[config.mk]
export PLATFORM = sky130hd
export DESIGN_NAME = zmod_adc_spi_responder
export DESIGN_NICKNAME = d
export VERILOG_FILES = /design/src/rtl/zmod_adc_spi_pkg.sv /design/src/rtl/zmod_adc_spi_responder_pin_sync.sv /design/src/rtl/zmod_adc_spi_responder.sv
export SDC_FILE = /design/constraint.sdc
export NUM_CORES = 1
export LEC_CHECK = 0
export ABC_AREA = 1
export BUFFER_PORTS_ARGS = -buffer_cell sky130_fd_sc_hd__buf_2
export CORE_MARGIN = 2
export CORE_UTILIZATION = 59
export DETAILED_ROUTE_END_ITERATION = 7
export PLACE_DENSITY = 0.88
export SYNTH_ARGS = -nofsm -noshare
export SYNTH_HDL_FRONTEND = slang
export SYNTH_SLANG_ARGS = --single-unit
[constraint.sdc]
create_clock -name clk -period 2.81 [get_ports clk]
set_clock_uncertainty 0.2 [all_clocks]
set_input_delay 0.281 -clock clk [delete_from_list [all_inputs] [get_ports clk]]
set_output_delay 0.281 -clock clk [all_outputs]
set_load 0.01 [all_outputs]
[src/rtl/zmod_adc_spi_pkg.sv]
// Shared constants for the AD9648 configuration-port responder: register map,
// reset values, FSM encoding and 24-bit frame field layout.
package zmod_adc_spi_pkg;

  localparam int ADDR_W  = 13;
  localparam int BYTE_W  = 8;
  localparam int INSTR_W = 16;

  localparam logic [ADDR_W-1:0] ADDR_SCRATCH  = 13'h0000;
  localparam logic [ADDR_W-1:0] ADDR_CHIPID   = 13'h0001;
  localparam logic [ADDR_W-1:0] ADDR_CHSEL    = 13'h0005;
  localparam logic [ADDR_W-1:0] ADDR_PWRMODE  = 13'h0008;
  localparam logic [ADDR_W-1:0] ADDR_TESTMODE = 13'h000D;
  localparam logic [ADDR_W-1:0] ADDR_OMODE    = 13'h0014;

  localparam logic [BYTE_W-1:0] SCRATCH_RST = 8'h18;
  localparam logic [BYTE_W-1:0] PERCH_RST   = 8'h00;

  // Frame layout: RW | W[1:0] | A[12:0] | DATA[7:0], MSB first
  localparam int FRM_W      = 24;
  localparam int FRM_RW_BIT = 23;
  localparam int FRM_W_MSB  = 22;
  localparam int FRM_W_LSB  = 21;
  localparam int FRM_A_MSB  = 20;
  localparam int FRM_A_LSB  = 8;
  localparam int FRM_D_MSB  = 7;
  localparam int FRM_D_LSB  = 0;

  localparam int INS_RW_BIT = FRM_RW_BIT - FRM_A_LSB;
  localparam int INS_W_MSB  = FRM_W_MSB - FRM_A_LSB;
  localparam int INS_W_LSB  = FRM_W_LSB - FRM_A_LSB;
  localparam int INS_A_MSB  = FRM_A_MSB - FRM_A_LSB;

  typedef enum logic [2:0] {
    ST_IDLE,
    ST_INSTR,
    ST_WR,
    ST_RD,
    ST_DONE
  } spi_state_e;

  function automatic logic [BYTE_W-1:0] chan_pick(input logic [1:0] chsel,
                                                  input logic [BYTE_W-1:0] val_a,
                                                  input logic [BYTE_W-1:0] val_b);
    if (chsel[0])      return val_a;
    else if (chsel[1]) return val_b;
    else               return '0;
  endfunction

endpackage

[src/rtl/zmod_adc_spi_responder_pin_sync.sv]
// Two-flop synchronizer followed by a registered rise/fall detector.
// lvl, rise and fall are mutually aligned, 3 clk after the pin changes.
module spi_pin_sync #(
  parameter logic RST_VAL = 1'b0
) (
  input  logic clk,
  input  logic rstn,
  input  logic pin,
  output logic lvl,
  output logic rise,
  output logic fall
);

  logic [1:0] sync_q;

  always_ff @(posedge clk or negedge rstn) begin
    if (!rstn) begin
      sync_q <= {2{RST_VAL}};
      lvl    <= RST_VAL;
      rise   <= 1'b0;
      fall   <= 1'b0;
    end else begin
      sync_q <= {sync_q[0], pin};
      lvl    <= sync_q[1];
      rise   <= sync_q[1] & ~lvl;
      fall   <= ~sync_q[1] & lvl;
    end
  end

endmodule

[src/rtl/zmod_adc_spi_responder.sv]
// AD9648 configuration-port SPI target: decodes 24-bit frames from the ZMOD ADC
// driver, holds a per-channel register file and drives SDIO during reads.
module zmod_adc_spi_responder
  import zmod_adc_spi_pkg::*;
#(
  parameter logic [7:0] CHIP_ID   = 8'h88,
  parameter logic [7:0] CHSEL_RST = 8'h03
) (
  input  logic       clk,
  input  logic       rstn,
  input  logic       i_sck,
  input  logic       i_cs,
  input  logic       i_sdio,
  output logic       o_sdio,
  output logic       o_sdio_oe,
  output logic [7:0] o8_chselect,
  output logic [7:0] o8_pwrmode_a,
  output logic [7:0] o8_pwrmode_b,
  output logic [7:0] o8_testmode_a,
  output logic [7:0] o8_testmode_b,
  output logic [7:0] o8_omode_a,
  output logic [7:0] o8_omode_b,
  output logic       o_frame_done,
  output logic       o_frame_err
);

  logic sck_rise, sck_fall, unused_sck_lvl;
  logic cs_lvl, cs_rise, cs_fall;
  logic sdio_lvl, unused_sdio_rise, unused_sdio_fall;

  // CS synchronizer resets to "asserted" so a frame already in flight when
  // reset releases never produces a falling edge and is ignored.
  spi_pin_sync #(.RST_VAL(1'b1)) u_sync_sck (
    .clk(clk), .rstn(rstn), .pin(i_sck),
    .lvl(unused_sck_lvl), .rise(sck_rise), .fall(sck_fall)
  );
  spi_pin_sync #(.RST_VAL(1'b0)) u_sync_cs (
    .clk(clk), .rstn(rstn), .pin(i_cs),
    .lvl(cs_lvl), .rise(cs_rise), .fall(cs_fall)
  );
  spi_pin_sync #(.RST_VAL(1'b0)) u_sync_sdio (
    .clk(clk), .rstn(rstn), .pin(i_sdio),
    .lvl(sdio_lvl), .rise(unused_sdio_rise), .fall(unused_sdio_fall)
  );

  spi_state_e state, state_nxt;

  logic [3:0]         bit_cnt;
  logic               got_byte;
  logic [ADDR_W-1:0]  addr;
  logic [1:0]         bytes_left;
  logic               stream;
  logic [INSTR_W-2:0] rx_sh;
  logic [BYTE_W-1:0]  tx_sh;
  logic [INSTR_W-1:0] instr_word;
  logic [BYTE_W-1:0]  wr_byte;
  logic               sck_r, sck_f;
  logic               instr_done, byte_done, last_byte, frame_end, clean_end;

  logic [7:0] scratch;
  logic [1:0] chsel;
  logic [7:0] pwr_a, pwr_b, tst_a, tst_b, om_a, om_b;

  // A CS rise masks a coincident sck edge through cs_lvl, dropping that bit.
  assign sck_r      = sck_rise & ~cs_lvl;
  assign sck_f      = sck_fall & ~cs_lvl;
  assign instr_word = {rx_sh, sdio_lvl};
  assign wr_byte    = instr_word[BYTE_W-1:0];
  assign last_byte  = ~stream & (bytes_left == 2'd1);
  assign clean_end  = (bit_cnt == 4'd0) & got_byte;

  function automatic logic [7:0] rd_mux(input logic [ADDR_W-1:0] a);
    case (a)
      ADDR_SCRATCH:  return scratch;
      ADDR_CHIPID:   return CHIP_ID;
      ADDR_CHSEL:    return {6'b0, chsel};
      ADDR_PWRMODE:  return chan_pick(chsel, pwr_a, pwr_b);
      ADDR_TESTMODE: return chan_pick(chsel, tst_a, tst_b);
      ADDR_OMODE:    return chan_pick(chsel, om_a, om_b);
      default:       return 8'h00;
    endcase
  endfunction

  always_comb begin
    state_nxt  = state;
    instr_done = 1'b0;
    byte_done  = 1'b0;
    frame_end  = 1'b0;
    if (cs_rise) begin
      state_nxt = ST_IDLE;
      frame_end = (state != ST_IDLE);
    end else begin
      case (state)
        ST_IDLE:  if (cs_fall) state_nxt = ST_INSTR;
        ST_INSTR: if (sck_r && bit_cnt == 4'd15) begin
          instr_done = 1'b1;
          state_nxt  = instr_word[INS_RW_BIT] ? ST_RD : ST_WR;
        end
        ST_WR, ST_RD: if (sck_r && bit_cnt == 4'd7) begin
          byte_done = 1'b1;
          if (last_byte) state_nxt = ST_DONE;
        end
        default: ;
      endcase
    end
  end

  always_ff @(posedge clk or negedge rstn) begin
    if (!rstn) begin
      state        <= ST_IDLE;
      bit_cnt      <= 4'd0;
      got_byte     <= 1'b0;
      addr         <= '0;
      bytes_left   <= 2'd0;
      stream       <= 1'b0;
      o_sdio       <= 1'b0;
      o_sdio_oe    <= 1'b0;
      o_frame_done <= 1'b0;
      o_frame_err  <= 1'b0;
    end else begin
      state        <= state_nxt;
      o_frame_done <= frame_end & clean_end;
      o_frame_err  <= frame_end & ~clean_end;
      if (cs_rise) begin
        bit_cnt   <= 4'd0;
        o_sdio    <= 1'b0;
        o_sdio_oe <= 1'b0;
      end else begin
        if (state == ST_IDLE && cs_fall) begin
          bit_cnt  <= 4'd0;
          got_byte <= 1'b0;
        end
        if (sck_r && (state == ST_INSTR || state == ST_WR || state == ST_RD))
          bit_cnt <= (instr_done || byte_done) ? 4'd0 : bit_cnt + 4'd1;
        if (instr_done) begin
          addr       <= instr_word[INS_A_MSB:0];
          bytes_left <= instr_word[INS_W_MSB:INS_W_LSB] + 2'd1;
          stream     <= &instr_word[INS_W_MSB:INS_W_LSB];
        end
        if (byte_done) begin
          addr       <= addr - 13'd1;
          bytes_left <= bytes_left - 2'd1;
          got_byte   <= 1'b1;
        end
        if (state == ST_RD && sck_f) begin
          o_sdio_oe <= 1'b1;
          o_sdio    <= tx_sh[7];
        end
        if (state == ST_RD && byte_done && last_byte) o_sdio_oe <= 1'b0;
      end
    end
  end

  always_ff @(posedge clk) begin
    if (sck_r) rx_sh <= instr_word[INSTR_W-2:0];
    if (instr_done)                 tx_sh <= rd_mux(instr_word[INS_A_MSB:0]);
    else if (byte_done)             tx_sh <= rd_mux(addr - 13'd1);
    else if (state == ST_RD && sck_f) tx_sh <= {tx_sh[6:0], 1'b0};
  end

  // Register file: a write to chselect steers the very next byte of the frame.
  always_ff @(posedge clk or negedge rstn) begin
    if (!rstn) begin
      scratch <= SCRATCH_RST;
      chsel   <= CHSEL_RST[1:0];
      pwr_a   <= PERCH_RST;
      pwr_b   <= PERCH_RST;
      tst_a   <= PERCH_RST;
      tst_b   <= PERCH_RST;
      om_a    <= PERCH_RST;
      om_b    <= PERCH_RST;
    end else if (byte_done && state == ST_WR) begin
      case (addr)
        ADDR_SCRATCH: scratch <= wr_byte;
        ADDR_CHSEL:   chsel   <= wr_byte[1:0];
        ADDR_PWRMODE: begin
          if (chsel[0]) pwr_a <= wr_byte;
          if (chsel[1]) pwr_b <= wr_byte;
        end
        ADDR_TESTMODE: begin
          if (chsel[0]) tst_a <= wr_byte;
          if (chsel[1]) tst_b <= wr_byte;
        end
        ADDR_OMODE: begin
          if (chsel[0]) om_a <= wr_byte;
          if (chsel[1]) om_b <= wr_byte;
        end
        default: ;
      endcase
    end
  end

  assign o8_chselect   = {6'b0, chsel};
  assign o8_pwrmode_a  = pwr_a;
  assign o8_pwrmode_b  = pwr_b;
  assign o8_testmode_a = tst_a;
  assign o8_testmode_b = tst_b;
  assign o8_omode_a    = om_a;
  assign o8_omode_b    = om_b;

endmodule

# --- Word-level counts from Yosys, hierarchy flattened ---
# Index checks and enable logic that the tools add are counted.
# W data, S select, Z words.
totals:
  register_bits: 122
  latchBits: 0
  ram_bits: 0
  rom_bits: 0
  input_bits: 5
  output_inout_bits: 60
  n_memories: 0
op_classes:
  addsub: 4
  n_mul: 0
  div_mod_pow: 0
  n_lt_le_gt_ge: 0
  eq_ne: 24
  n_shift: 0
  muxes: 40
  n_bitwise: 17
  reduce_logical: 38
ops:
  columns: ["operator", "n"]
  rows:
  - ["$pmux W8 S6", 2]
  - ["$eq A13 B4 Y1 const B", 6]
  - ["$mux W8", 9]
  - ["$eq A13 B3 Y1 const B", 3]
  - ["$eq A13 B5 Y1 const B", 3]
  - ["$logic_not A13 Y1", 3]
  - ["$eq A13 B1 Y1 const B", 2]
  - ["$mux W13", 2]
  - ["$reduce_and A3 Y1", 6]
  - ["$mux W4", 4]
  - ["$mux W1", 15]
  - ["$mux W3", 5]
  - ["$sub A13 B1 Y13 const B", 1]
  - ["$reduce_and A2 Y1", 6]
  - ["$reduce_bool A3 Y1", 4]
  - ["$and A1 B1 Y1", 10]
  - ["$ne A3 B2 Y1 const B", 3]
  - ["$pmux W3 S3", 1]
  - ["$logic_and A1 B1 Y1", 8]
  - ["$not A1 Y1", 7]
  - ["$eq A3 B2 Y1 const B", 2]
  - ["$reduce_bool A2 Y1", 3]
  - ["$reduce_and A5 Y1", 1]
  - ["$add A4 B1 Y4 const B", 1]
  - ["13 further kinds", 16]

# --- Logic depth before layout (Yosys ltp) ---
# Gate-level depths: netlist (run 1).
logic_depth:
  depth_word: 10
  ltp_mapped: 17

# --- Modules after synthesis ---
# From an unflattened synthesis (run 1), not the netlist that was laid out.
unflattened:
  hier_cells: 744
  area_unflattened_um2: 6383.6
modules_own_cells:
  columns: ["mod", "n_inst", "cells_each", "area_per_inst_um2", "seq_area_each_um2"]
  rows:
  - ["zmod_adc_spi_responder", 1, 717, 5959.5, 2847.7]
  - ["spi_pin_sync (u_sync_cs ...)", 2, 9, 140.1, 125.1]
  - ["spi_pin_sync (u_sync_sck)", 1, 9, 143.9, 128.9]

# --- Least setup slack after synthesis (run 1) ---
# OpenSTA, ideal clock, no wires.
synth_timing:
  path_kind: "flip-flop to flip-flop"
  start: "register addr[0]"
  end: "register tx_sh[1] (data pin)"
  setup_time_ns: 0.255
  t_arrival_ns: 1.850
  slack_ns: 0.505
  stages_incl_launch_ff: 17
  n_path_buf: 1
  synth_period_minus_slack_ns: 2.305
  cell_sequence: "dfrtp_1 -> inv_1 -> ha_1 -> nand2_2 -> nor2_4 -> nand2_1 -> nand2_1 -> nor2_4 -> nand2_2 -> nor2_8 -> buf_6 -> nand3_1 -> nand2_1 -> nor2_1 -> nand2_1 -> nand2_1 -> nand2_1"
synth_between:
  elab_chain_cells: 5
  word_cells_on_any_way: 10
  classes_between: "1 x add/sub; 5 x eq/ne; 3 x mux; 1 x reduce/logical"
synth_rtl:
  columns: ["element", "line_no", "text"]
  rows:
  - ["start, declared", "zmod_adc_spi_responder.sv:50", "logic [ADDR_W-1:0] addr;"]
  - ["start signal, assigned", "zmod_adc_spi_responder.sv:136", "addr <= instr_word[INS_A_MSB:0];"]
  - ["start signal, assigned", "zmod_adc_spi_responder.sv:141", "addr <= addr - 13'd1;"]
  - ["$sub A13 B1 Y13 (*)", "zmod_adc_spi_responder.sv:157", "else if (byte_done) tx_sh <= rd_mux(addr - 13'd1);"]
  - ["$eq A13 B5 Y1 (tied with other cells)", "zmod_adc_spi_responder.sv:73", "case (a)"]
  - ["$pmux W8 S6 (*)", "zmod_adc_spi_responder.sv:73", null]
  - ["$mux W8 (*)", "zmod_adc_spi_responder.sv:157", null]
  - ["$mux W8 (*)", "zmod_adc_spi_responder.sv:156", "if (instr_done) tx_sh <= rd_mux(instr_word[INS_A_MSB:0]);"]
  - ["end signal, assigned", "zmod_adc_spi_responder.sv:156", null]
  - ["end signal, assigned", "zmod_adc_spi_responder.sv:157", null]
  - ["end signal, assigned", "zmod_adc_spi_responder.sv:158", "else if (state == ST_RD && sck_f) tx_sh <= {tx_sh[6:0], 1'b0};"]
  - ["end, declared", "zmod_adc_spi_responder.sv:54", "logic [BYTE_W-1:0] tx_sh;"]
# Mark *: on every way between the ends. The rest lies on a longest branch, timed or not.
# A chain may end at the register's enable or synchronous reset.

# --- Worst setup path after layout (run 1) ---
layout_timing:
  start: "register bit_cnt[0]"
  end: "register pwr_a[6], in the netlist o8_pwrmode_a[6]"
layout_between:
  elab_chain_cells: 7
layout_rtl:
  columns: ["element", "line_no", "text"]
  rows:
  - ["start, declared", "zmod_adc_spi_responder.sv:48", "logic [3:0] bit_cnt;"]
  - ["start signal, assigned", "zmod_adc_spi_responder.sv:134", "bit_cnt <= (instr_done || byte_done) ? 4'd0 : bit_cnt + 4'd1;"]
  - ["$eq A4 B3 Y1", "zmod_adc_spi_responder.sv:99", "ST_WR, ST_RD: if (sck_r && bit_cnt == 4'd7) begin"]
  - ["$logic_and A1 B1 Y1", "zmod_adc_spi_responder.sv:99", null]
  - ["$mux W1", "zmod_adc_spi_responder.sv:99", null]
  - ["$mux W1", "zmod_adc_spi_responder.sv:93", "case (state)"]
  - ["$mux W1", "zmod_adc_spi_responder.sv:89", "if (cs_rise) begin"]
  - ["$logic_and A1 B1 Y1", "zmod_adc_spi_responder.sv:172", "end else if (byte_done && state == ST_WR) begin"]
  - ["$reduce_and A3 Y1 (no line)", null, null]
  - ["end signal, assigned", "zmod_adc_spi_responder.sv:177", "if (chsel[0]) pwr_a <= wr_byte;"]
  - ["end, declared", "zmod_adc_spi_responder.sv:62", "logic [7:0] pwr_a, pwr_b, tst_a, tst_b, om_a, om_b;"]
# No other way between the ends.

==> results of run 1 <==
[power groups by stage]
stage               Clock, µW  Combinational (µW)  Sequential [µW]
floorplan                   0                90.2             1880
finish                   2370                 160             1860
global placement            0                 143             1880
global route             2440                 179             1860
CTS                      2370                 160             1860
detailed placement          0                 154             1890
[cell families after synthesis]
group | synth area share
buffers and inverters | 0.07217
adders and majority gates | 0.01415
other | 0.0006058
xor gates and xnor gates | 0.004246
muxes | 0.001617
DFF | 0.5132
and+or+nand+nor | 0.2403
AOI/OAI and AO/OA | 0.1536
[synthesized netlist by cell type]
cell / instances / area, µm²
sky130_fd_sc_hd__a21oi_1: 21 / 105.1
sky130_fd_sc_hd__nand4_2: 1 / 12.51
sky130_fd_sc_hd__nand2_2: 8 / 50.05
sky130_fd_sc_hd__a22oi_1: 19 / 142.6
sky130_fd_sc_hd__dfrtp_1: 92 / 2302
sky130_fd_sc_hd__clkbuf_1: 11 / 41.29
sky130_fd_sc_hd__nor3_2: 2 / 20.02
sky130_fd_sc_hd__o221ai_1: 10 / 87.58
sky130_fd_sc_hd__xnor2_1: 1 / 8.760
sky130_fd_sc_hd__xor2_1: 2 / 17.52
sky130_fd_sc_hd__nand4_1: 22 / 137.6
sky130_fd_sc_hd__o31ai_1: 2 / 15.01
sky130_fd_sc_hd__a21oi_4: 1 / 16.27
sky130_fd_sc_hd__o21ai_0: 46 / 230.2
sky130_fd_sc_hd__clkinv_1: 2 / 7.510
sky130_fd_sc_hd__buf_6: 1 / 11.26
sky130_fd_sc_hd__o2bb2ai_1: 4 / 35.03
sky130_fd_sc_hd__nor2_8: 1 / 20.02
sky130_fd_sc_hd__nand2_1: 152 / 570.6
sky130_fd_sc_hd__inv_1: 71 / 266.5
sky130_fd_sc_hd__a22o_1: 6 / 52.55
sky130_fd_sc_hd__inv_2: 6 / 22.52
sky130_fd_sc_hd__o21ai_1: 36 / 180.2
sky130_fd_sc_hd__nor2_4: 5 / 56.30
sky130_fd_sc_hd__nor3_1: 12 / 60.06
sky130_fd_sc_hd__ha_1: 7 / 87.58
sky130_fd_sc_hd__mux2i_1: 1 / 10.01
sky130_fd_sc_hd__o211ai_4: 1 / 21.27
sky130_fd_sc_hd__nand3_2: 3 / 30.03
sky130_fd_sc_hd__nor2_2: 11 / 68.82
sky130_fd_sc_hd__o22ai_1: 9 / 56.30
sky130_fd_sc_hd__conb_1: 1 / 3.750
sky130_fd_sc_hd__buf_4: 7 / 52.55
sky130_fd_sc_hd__dfstp_2: 7 / 183.9
sky130_fd_sc_hd__buf_2: 9 / 45.04
sky130_fd_sc_hd__edfxtp_1: 23 / 690.7
sky130_fd_sc_hd__nand3_1: 36 / 180.2
sky130_fd_sc_hd__nand3b_1: 12 / 90.09
sky130_fd_sc_hd__nor2_1: 51 / 191.4
sky130_fd_sc_hd__o2111ai_1: 1 / 8.760
[worst max-delay path, stage by stage (launching register included)]
cell	delay (ns)
sky130_fd_sc_hd__dfrtp_1	0.40
sky130_fd_sc_hd__ha_1	0.20
sky130_fd_sc_hd__nand2_1	0.11
sky130_fd_sc_hd__nor3_2	0.24
sky130_fd_sc_hd__inv_1	0.07
sky130_fd_sc_hd__nor2_1	0.25
sky130_fd_sc_hd__inv_2	0.09
sky130_fd_sc_hd__nor2_2	0.18
sky130_fd_sc_hd__inv_1	0.09
sky130_fd_sc_hd__nor2_1	0.13
sky130_fd_sc_hd__nand2_1	0.35
sky130_fd_sc_hd__nand2_1	0.17
sky130_fd_sc_hd__o21ai_1	0.08
[placed cells by master (no fill, tap or decap), types with 21 or more instances in the layout]
cell / Yosys / layout
sky130_fd_sc_hd__edfxtp_1: 23 / 23
sky130_fd_sc_hd__nand3_1: 36 / 36
sky130_fd_sc_hd__a21oi_1: 21 / 21
sky130_fd_sc_hd__nand2_1: 152 / 150
sky130_fd_sc_hd__o21ai_1: 36 / 36
sky130_fd_sc_hd__o21ai_0: 46 / 46
sky130_fd_sc_hd__nand4_1: 22 / 22
sky130_fd_sc_hd__inv_1: 71 / 68
sky130_fd_sc_hd__nor2_1: 51 / 49
sky130_fd_sc_hd__buf_2: 9 / 57
sky130_fd_sc_hd__dfrtp_1: 92 / 92
[cell type report]
cell class | instances | area (µm²) | share of cell area
clock buffer | 21 | 493.0 | 0.06668
clock inverter | 11 | 151.4 | 0.02048
inverter | 79 | 299.0 | 0.04045
multi-input combinational | 489 | 2603 | 0.3520
sequential | 122 | 3177 | 0.4297
tap | 136 | 170.2 | 0.02302
timing repair buffer | 81 | 500.5 | 0.06769
[how the worst max path moves through the flow]
stage,to,depth (start not counted)
2_1_floorplan,tx_sh[1],16
3_3_place_gp,addr[9],8
3_5_place_dp,addr[10],8
4_1_cts,o8_pwrmode_b[0],12
5_1_grt,o8_pwrmode_a[2],12
6_report,o8_pwrmode_a[6],12
[routing by layer]
layer / track usage / vias to the layer above
met3: 0.1048 / 54
met2: 0.5238 / 333
li1: - / 2579
met1: 0.4300 / 2761
met5: 0 / -
met4: 0.1354 / 0
[per-stage QoR]
step / power, µW / cell area [µm²] / instances
after floorplan: 1972 / 6208 / 718
after global placement: 2028 / 6689 / 903
after detailed placement: 2042 / 6689 / 903
after CTS: 4383 / 7376 / 939
after global routing: 4482 / 7393 / 939
final: 4382 / 7393 / 939
[timing repair]
item                                    CTS  global route
hold buffers                              4             0
resized for setup                         1             9
endpoints found under the setup margin   10            41
hold endpoints to repair                 83             0
==> run metrics, run 1 <==
status finished, final reports clean; average cell area after synthesis 8.681 µm²; die footprint 11330 µm²; setup repair after global routing missed its margin yes; sum of overflow across all layers after global routing 0; final design utilization 0.7194; classification of the worst setup path reg2reg; final setup fails 0; sequential cell fraction of total power 0.424; category of the worst setup path capture point flip-flop; CTS buffer count 17; share of synthesized area occupied by flip-flops and latches 0.5132; Largest Register rx_sh; Place WS -0.1656 ns; floorplan row count 37; critical path data required time 3.03 ns; fmax 369.3 MHz; remaining antenna violation count 0; Worst EP arrival 2.92 ns; Post-CTS Setup Bufs 0; wire length on met1 7.007 mm; CTS tree yes; number of global-route vias before repair 5697; final antenna diode count 0; global-route usage over all layers 0.3329; Reg2Reg Launch Point bit_cnt[0]; design internal power about 3400 µW; ratio of cells with drive above 1 in the final layout 0.2017; minimum clock period around 2.7 ns; number of flip-flops in the largest register 15; count of state elements after synthesis 122; CTS Root Cell sky130_fd_sc_hd__clkbuf_8; vertical die dimension 106.4 µm; reported leakage power around 0.0035 µW; source of the critical timing path bit_cnt[0]; dpl hpwl roughly 12 mm; P per Cell Area 592.7 nW/µm²; max-slew violation total from the final report 0; peak supply drop 0.6967 mV; worst reg2reg path depth 12; NetSw 986.4 µW; routed via count 5727; routed vias/inst around 6.1; setup slack on the worst flop-to-flop path roughly 0.1 ns; Top Registers rx_sh: 15 flops, addr: 13 flops; GPL Wtd Cong 1.002; number of nets at the end of the flow 802; count of boundary I/O pins 65; clock slew at reported path FFs 0.06 ns; summed instance area of the synthesized netlist 6190 µm²; total core area 10280 µm²; clock sinks 122; pin count of the biggest net entering global routing 45; Routed met2 length 8.302 mm; I/O Buffers 58; switch share 0.2251; fill count 749; clock insertion delay at the later pin of the skew report 0.55 ns; area growth from synthesis to layout 19.45%; number of antenna violations at the first check in global routing 0; fraction of power consumed by combinational cells 0.036; fin crit share 0.9636; synthesized instance count 713; final-layout setup total negative slack 0 ns; headroom to the max-slew limit 0.5587; DRC violation count after routing 0; final critical-path setup slack 0.1023 ns; critical-path maximum fanout 16; total of max-cap violations 0; number of iterations in the first detailed-routing pass 8; Die W 106.4 µm; worst hold-check path type in2async; number of warnings printed during yosys synthesis 0; average wire length per cell after detail routing around 19 µm; critical register-to-register path endpoint o8_pwrmode_a[6]; drt first-iter violations just over 600; kind of start point of the critical path flip-flop; number of distinct library cells after synthesis 40; highest metal layer with signal wires met4; actual transition at the worst max-transition pin 0.6612 ns; maximum count of clock buffers along a single path 2; Initial Utilization 0.6023; clock share of power 0.540; final-report hold violation count 0; routed length on met3 around 1.8 mm; first-pass GRT wire length 28.86 mm; H-tree depth 4; total wire length after detailed routing 17.63 mm; post-route worst hold slack 0.07680 ns
Note: power is estimated with default switching activity, not from simulation.
==> run 2, diff against run 1 <==
ABC_AREA = unset   (was 1)
GPL_TIMING_DRIVEN = 0   (was unset)
TNS_END_PERCENT = 5   (was unset)
==> run 2 against run 1 <==
- final area rose by 4.9%
- the run now ends with setup timing left
- synthesized cell count fell by 18%
- combinational power fell by 19%
- sequential power barely moved
- sequential cell count did not move
- clock power fell by 11%
- sequential share of layout area fell by 2.0 points
- via count rose by 3.2%
- clock-buffer cell count did not move
==> run metrics, run 2 <==
headroom to the max-slew limit 0.3895; total of max-cap violations 0; sequential cell fraction of total power 0.449; number of warnings printed during yosys synthesis 0; fill count 602; CP max stage delay 0.51 ns; maximum count of clock buffers along a single path 2; fraction of power consumed by combinational cells 0.031; remaining antenna violation count 0; final antenna diode count 0; pin count of the biggest net entering global routing 71; leading cell types in the layout, fill and taps excluded 90 x sky130_fd_sc_hd__dfrtp_1, 69 x sky130_fd_sc_hd__nand2_1, 60 x sky130_fd_sc_hd__buf_2; clock insertion delay at the later pin of the skew report 0.54 ns; routed length on met3 around 2.2 mm; CTS Root Cell sky130_fd_sc_hd__clkbuf_8; number of antenna violations at the first check in global routing 0; worst hold-check path type in2async; actual transition at the worst max-transition pin 0.9116 ns; top cells by area in the synthesized netlist sky130_fd_sc_hd__dfrtp_1 37%, sky130_fd_sc_hd__edfxtp_1 11%, sky130_fd_sc_hd__mux2_1 4.8%; I/O Buffers 58; drt first-iter violations 903; peak supply drop 0.4548 mV; number of distinct library cells after synthesis 75; average cell area after synthesis 10.51 µm²; most frequent cell after synthesis sky130_fd_sc_hd__dfrtp_1; proportion of netlist area held by the largest area contributor 0.3737; failing checks setup timing; switch share 0.2306; fmax 336.4 MHz; sum of overflow across all layers after global routing 0; library cell with the largest summed area after synthesis sky130_fd_sc_hd__dfrtp_1; ratio of cells with drive above 1 in the final layout 0.2954; status finished, violations left; reported leakage power 0.003534 µW; critical path data required time 2.98 ns; total core area 10230 µm²; Largest Register rx_sh; CTS buffer count 17; H-tree depth 4; fin crit share 1.058; clock slew at reported path FFs 0.06 ns; number of flip-flops in the largest register 15; count of state elements after synthesis 122; die footprint about 11000 µm²; count of boundary I/O pins 65; global-route usage over all layers 0.3431; dpl hpwl 12.02 mm; first-pass GRT wire length 29.56 mm; max-slew violation total from the final report 0; routed vias/inst between 6 and 7; summed instance area of the synthesized netlist 6161 µm²; most frequent standard cell in the layout excluding fill and tap cells sky130_fd_sc_hd__dfrtp_1; number of global-route vias before repair 5545; CTS tree yes; critical-path maximum fanout 6; Initial Utilization 0.6022; minimum clock period 2.972 ns; area growth from synthesis to layout 25.87%; routed via count ~5.9k; Cell Chain, Critical Path nor4_2 -> nand2_1 -> nor3_1 -> o21ai_0 -> inv_1 -> o21ai_0 -> o211ai_2; Routed met2 length 9.454 mm; highest metal layer with signal wires met4; Top Family by Delay on Critical Path simple AND/OR/NAND/NOR gates; wire length on met1 between 6 and 7 mm; vertical die dimension 106.2 µm; floorplan row count 37; fraction of synthesis flops using an asynchronous set or reset pin 0.8115; setup repair after global routing missed its margin yes; critical path's slowest cell sky130_fd_sc_hd__nor4_2; most used cell along the critical path sky130_fd_sc_hd__o21ai_0; P per Cell Area between 500 and 600 nW/µm²; average wire length per cell after detail routing 23.43 µm; design internal power roughly 3100 µW; EDFF count, synth 23; Place WS -0.5145 ns; dominant register cell in the synthesized netlist sky130_fd_sc_hd__dfrtp_1; NetSw 942.6 µW; share of synthesized area occupied by flip-flops and latches 0.5156; final setup fails 16; top post-synthesis cells by count 92 x sky130_fd_sc_hd__dfrtp_1, 74 x sky130_fd_sc_hd__nand2_1, 36 x sky130_fd_sc_hd__nor2_1; kind of start point of the critical path flip-flop; number of nets at the end of the flow 710; DRC violation count after routing 0; Top Registers rx_sh: 15 flops, addr: 13 flops; total wire length after detailed routing 19.84 mm; GPL Wtd Cong 0.9664; final-report hold violation count 0; classification of the worst setup path reg2reg; category of the worst setup path capture point flip-flop; Worst EP arrival 3.14 ns; number of iterations in the first detailed-routing pass 8; clock share of power 0.519; clock sinks 122; synthesized instance count ~590; final-layout setup total negative slack -0.9768 ns; Critical path buffers and inverters 1; final critical-path setup slack -0.1622 ns; Die W ~110 µm
[run 2: changes by cell type after synthesis, moves of 10 or more]
| cell | delta |
|---|---|
| sky130_fd_sc_hd__o21ai_1 | -15 |
| sky130_fd_sc_hd__nand3b_1 | -10 |
| sky130_fd_sc_hd__nor2_1 | -15 |
| sky130_fd_sc_hd__nand4_1 | -16 |
| sky130_fd_sc_hd__o221ai_1 | -10 |
| sky130_fd_sc_hd__mux2_2 | +18 |
| sky130_fd_sc_hd__o21ai_0 | -18 |
| sky130_fd_sc_hd__clkbuf_1 | +20 |
| sky130_fd_sc_hd__nor2_2 | -11 |
| sky130_fd_sc_hd__nand2_1 | -78 |
| sky130_fd_sc_hd__mux2_1 | +26 |
| sky130_fd_sc_hd__inv_1 | -53 |
| sky130_fd_sc_hd__nand3_1 | -28 |
[run 2: logic make-up after synthesis]
group,after synthesis,share of synthesized area
flops,122,0.5156
simple gates,193,0.1623
compound gates,152,0.1738
fa+ha+maj,7,0.01422
other cells,1,0.0006087
buf+inv,61,0.04407
xor+xnor,4,0.005687
mux,46,0.08367
[run 2: routing by layer]
| layer | up-vias | global-route usage |
|---|---|---|
| met4 | 0 | 0.1992 |
| met5 | - | 0 |
| met2 | 547 | 0.5467 |
| met3 | 156 | 0.09626 |
| li1 | 2401 | - |
| met1 | 2805 | 0.4184 |
[run 2: cell type report]
cell class              instances  area [µm²]  area share
plain buffers                  39       196.4     0.02533
inverters                      18       67.56    0.008712
clock buffers                  21       470.5     0.06066
multi-input cells             409        2978      0.3840
flip-flops and latches        122        3179      0.4100
clock inverters                11       111.4     0.01436
well taps                     136       170.2     0.02194
repair buffers                 91       581.8     0.07502
[run 2: worst paths after layout]
path | cells after the start | from | endpoint | slack (ns)
max | 7 | rx_sh[8] | tx_sh[1] | -0.16
min | 2 | rstn | o_sdio_oe | 0.02
max reg2reg | 7 | rx_sh[8] | tx_sh[1] | -0.16
min reg2reg | 0 | u_sync_sdio.sync_q[0] | u_sync_sdio.sync_q[1] | 0.15
max in group asynchronous | 3 | rstn | scratch[3] | 1.65
min in group clk | 0 | u_sync_sdio.sync_q[0] | u_sync_sdio.sync_q[1] | 0.15
[run 2: what timing repair did]
item | CTS | global route
gates resized for setup | 6 | 60
endpoints found under the setup margin | 73 | 85
buffers inserted | 6 | 23
pin swaps | 3 | 18
cloned | 0 | 1
hold endpoints to repair | 96 | 0
hold buffers | 4 | 0
[run 2: per-stage QoR]
| step | power, µW | cell area, µm² | hold WS, ns | std cells | utilization |
|---|---|---|---|---|---|
| final | 4088 | 7755 | 0.02106 | 847 | 0.7580 |
| after global routing | 4180 | 7755 | 0.05640 | 847 | 0.7580 |
| after CTS | 4067 | 7365 | 0.03441 | 828 | 0.7198 |
| after detailed placement | 1980 | 6670 | 0.04651 | 786 | 0.6520 |
| after global placement | 1969 | 6640 | 0.1327 | 785 | 0.6490 |
| after floorplan | 1921 | 6180 | -0.2146 | 591 | - |
[run 2: power groups by stage]
| stage | combinational (µW) | sequential, µW | clock, µW |
|---|---|---|---|
| after floorplan | 57.0 | 1860 | 0 |
| after global placement | 102 | 1870 | 0 |
| after detailed placement | 112 | 1870 | 0 |
| after CTS | 119 | 1840 | 2110 |
| after global routing | 141 | 1840 | 2200 |
| final | 129 | 1840 | 2120 |
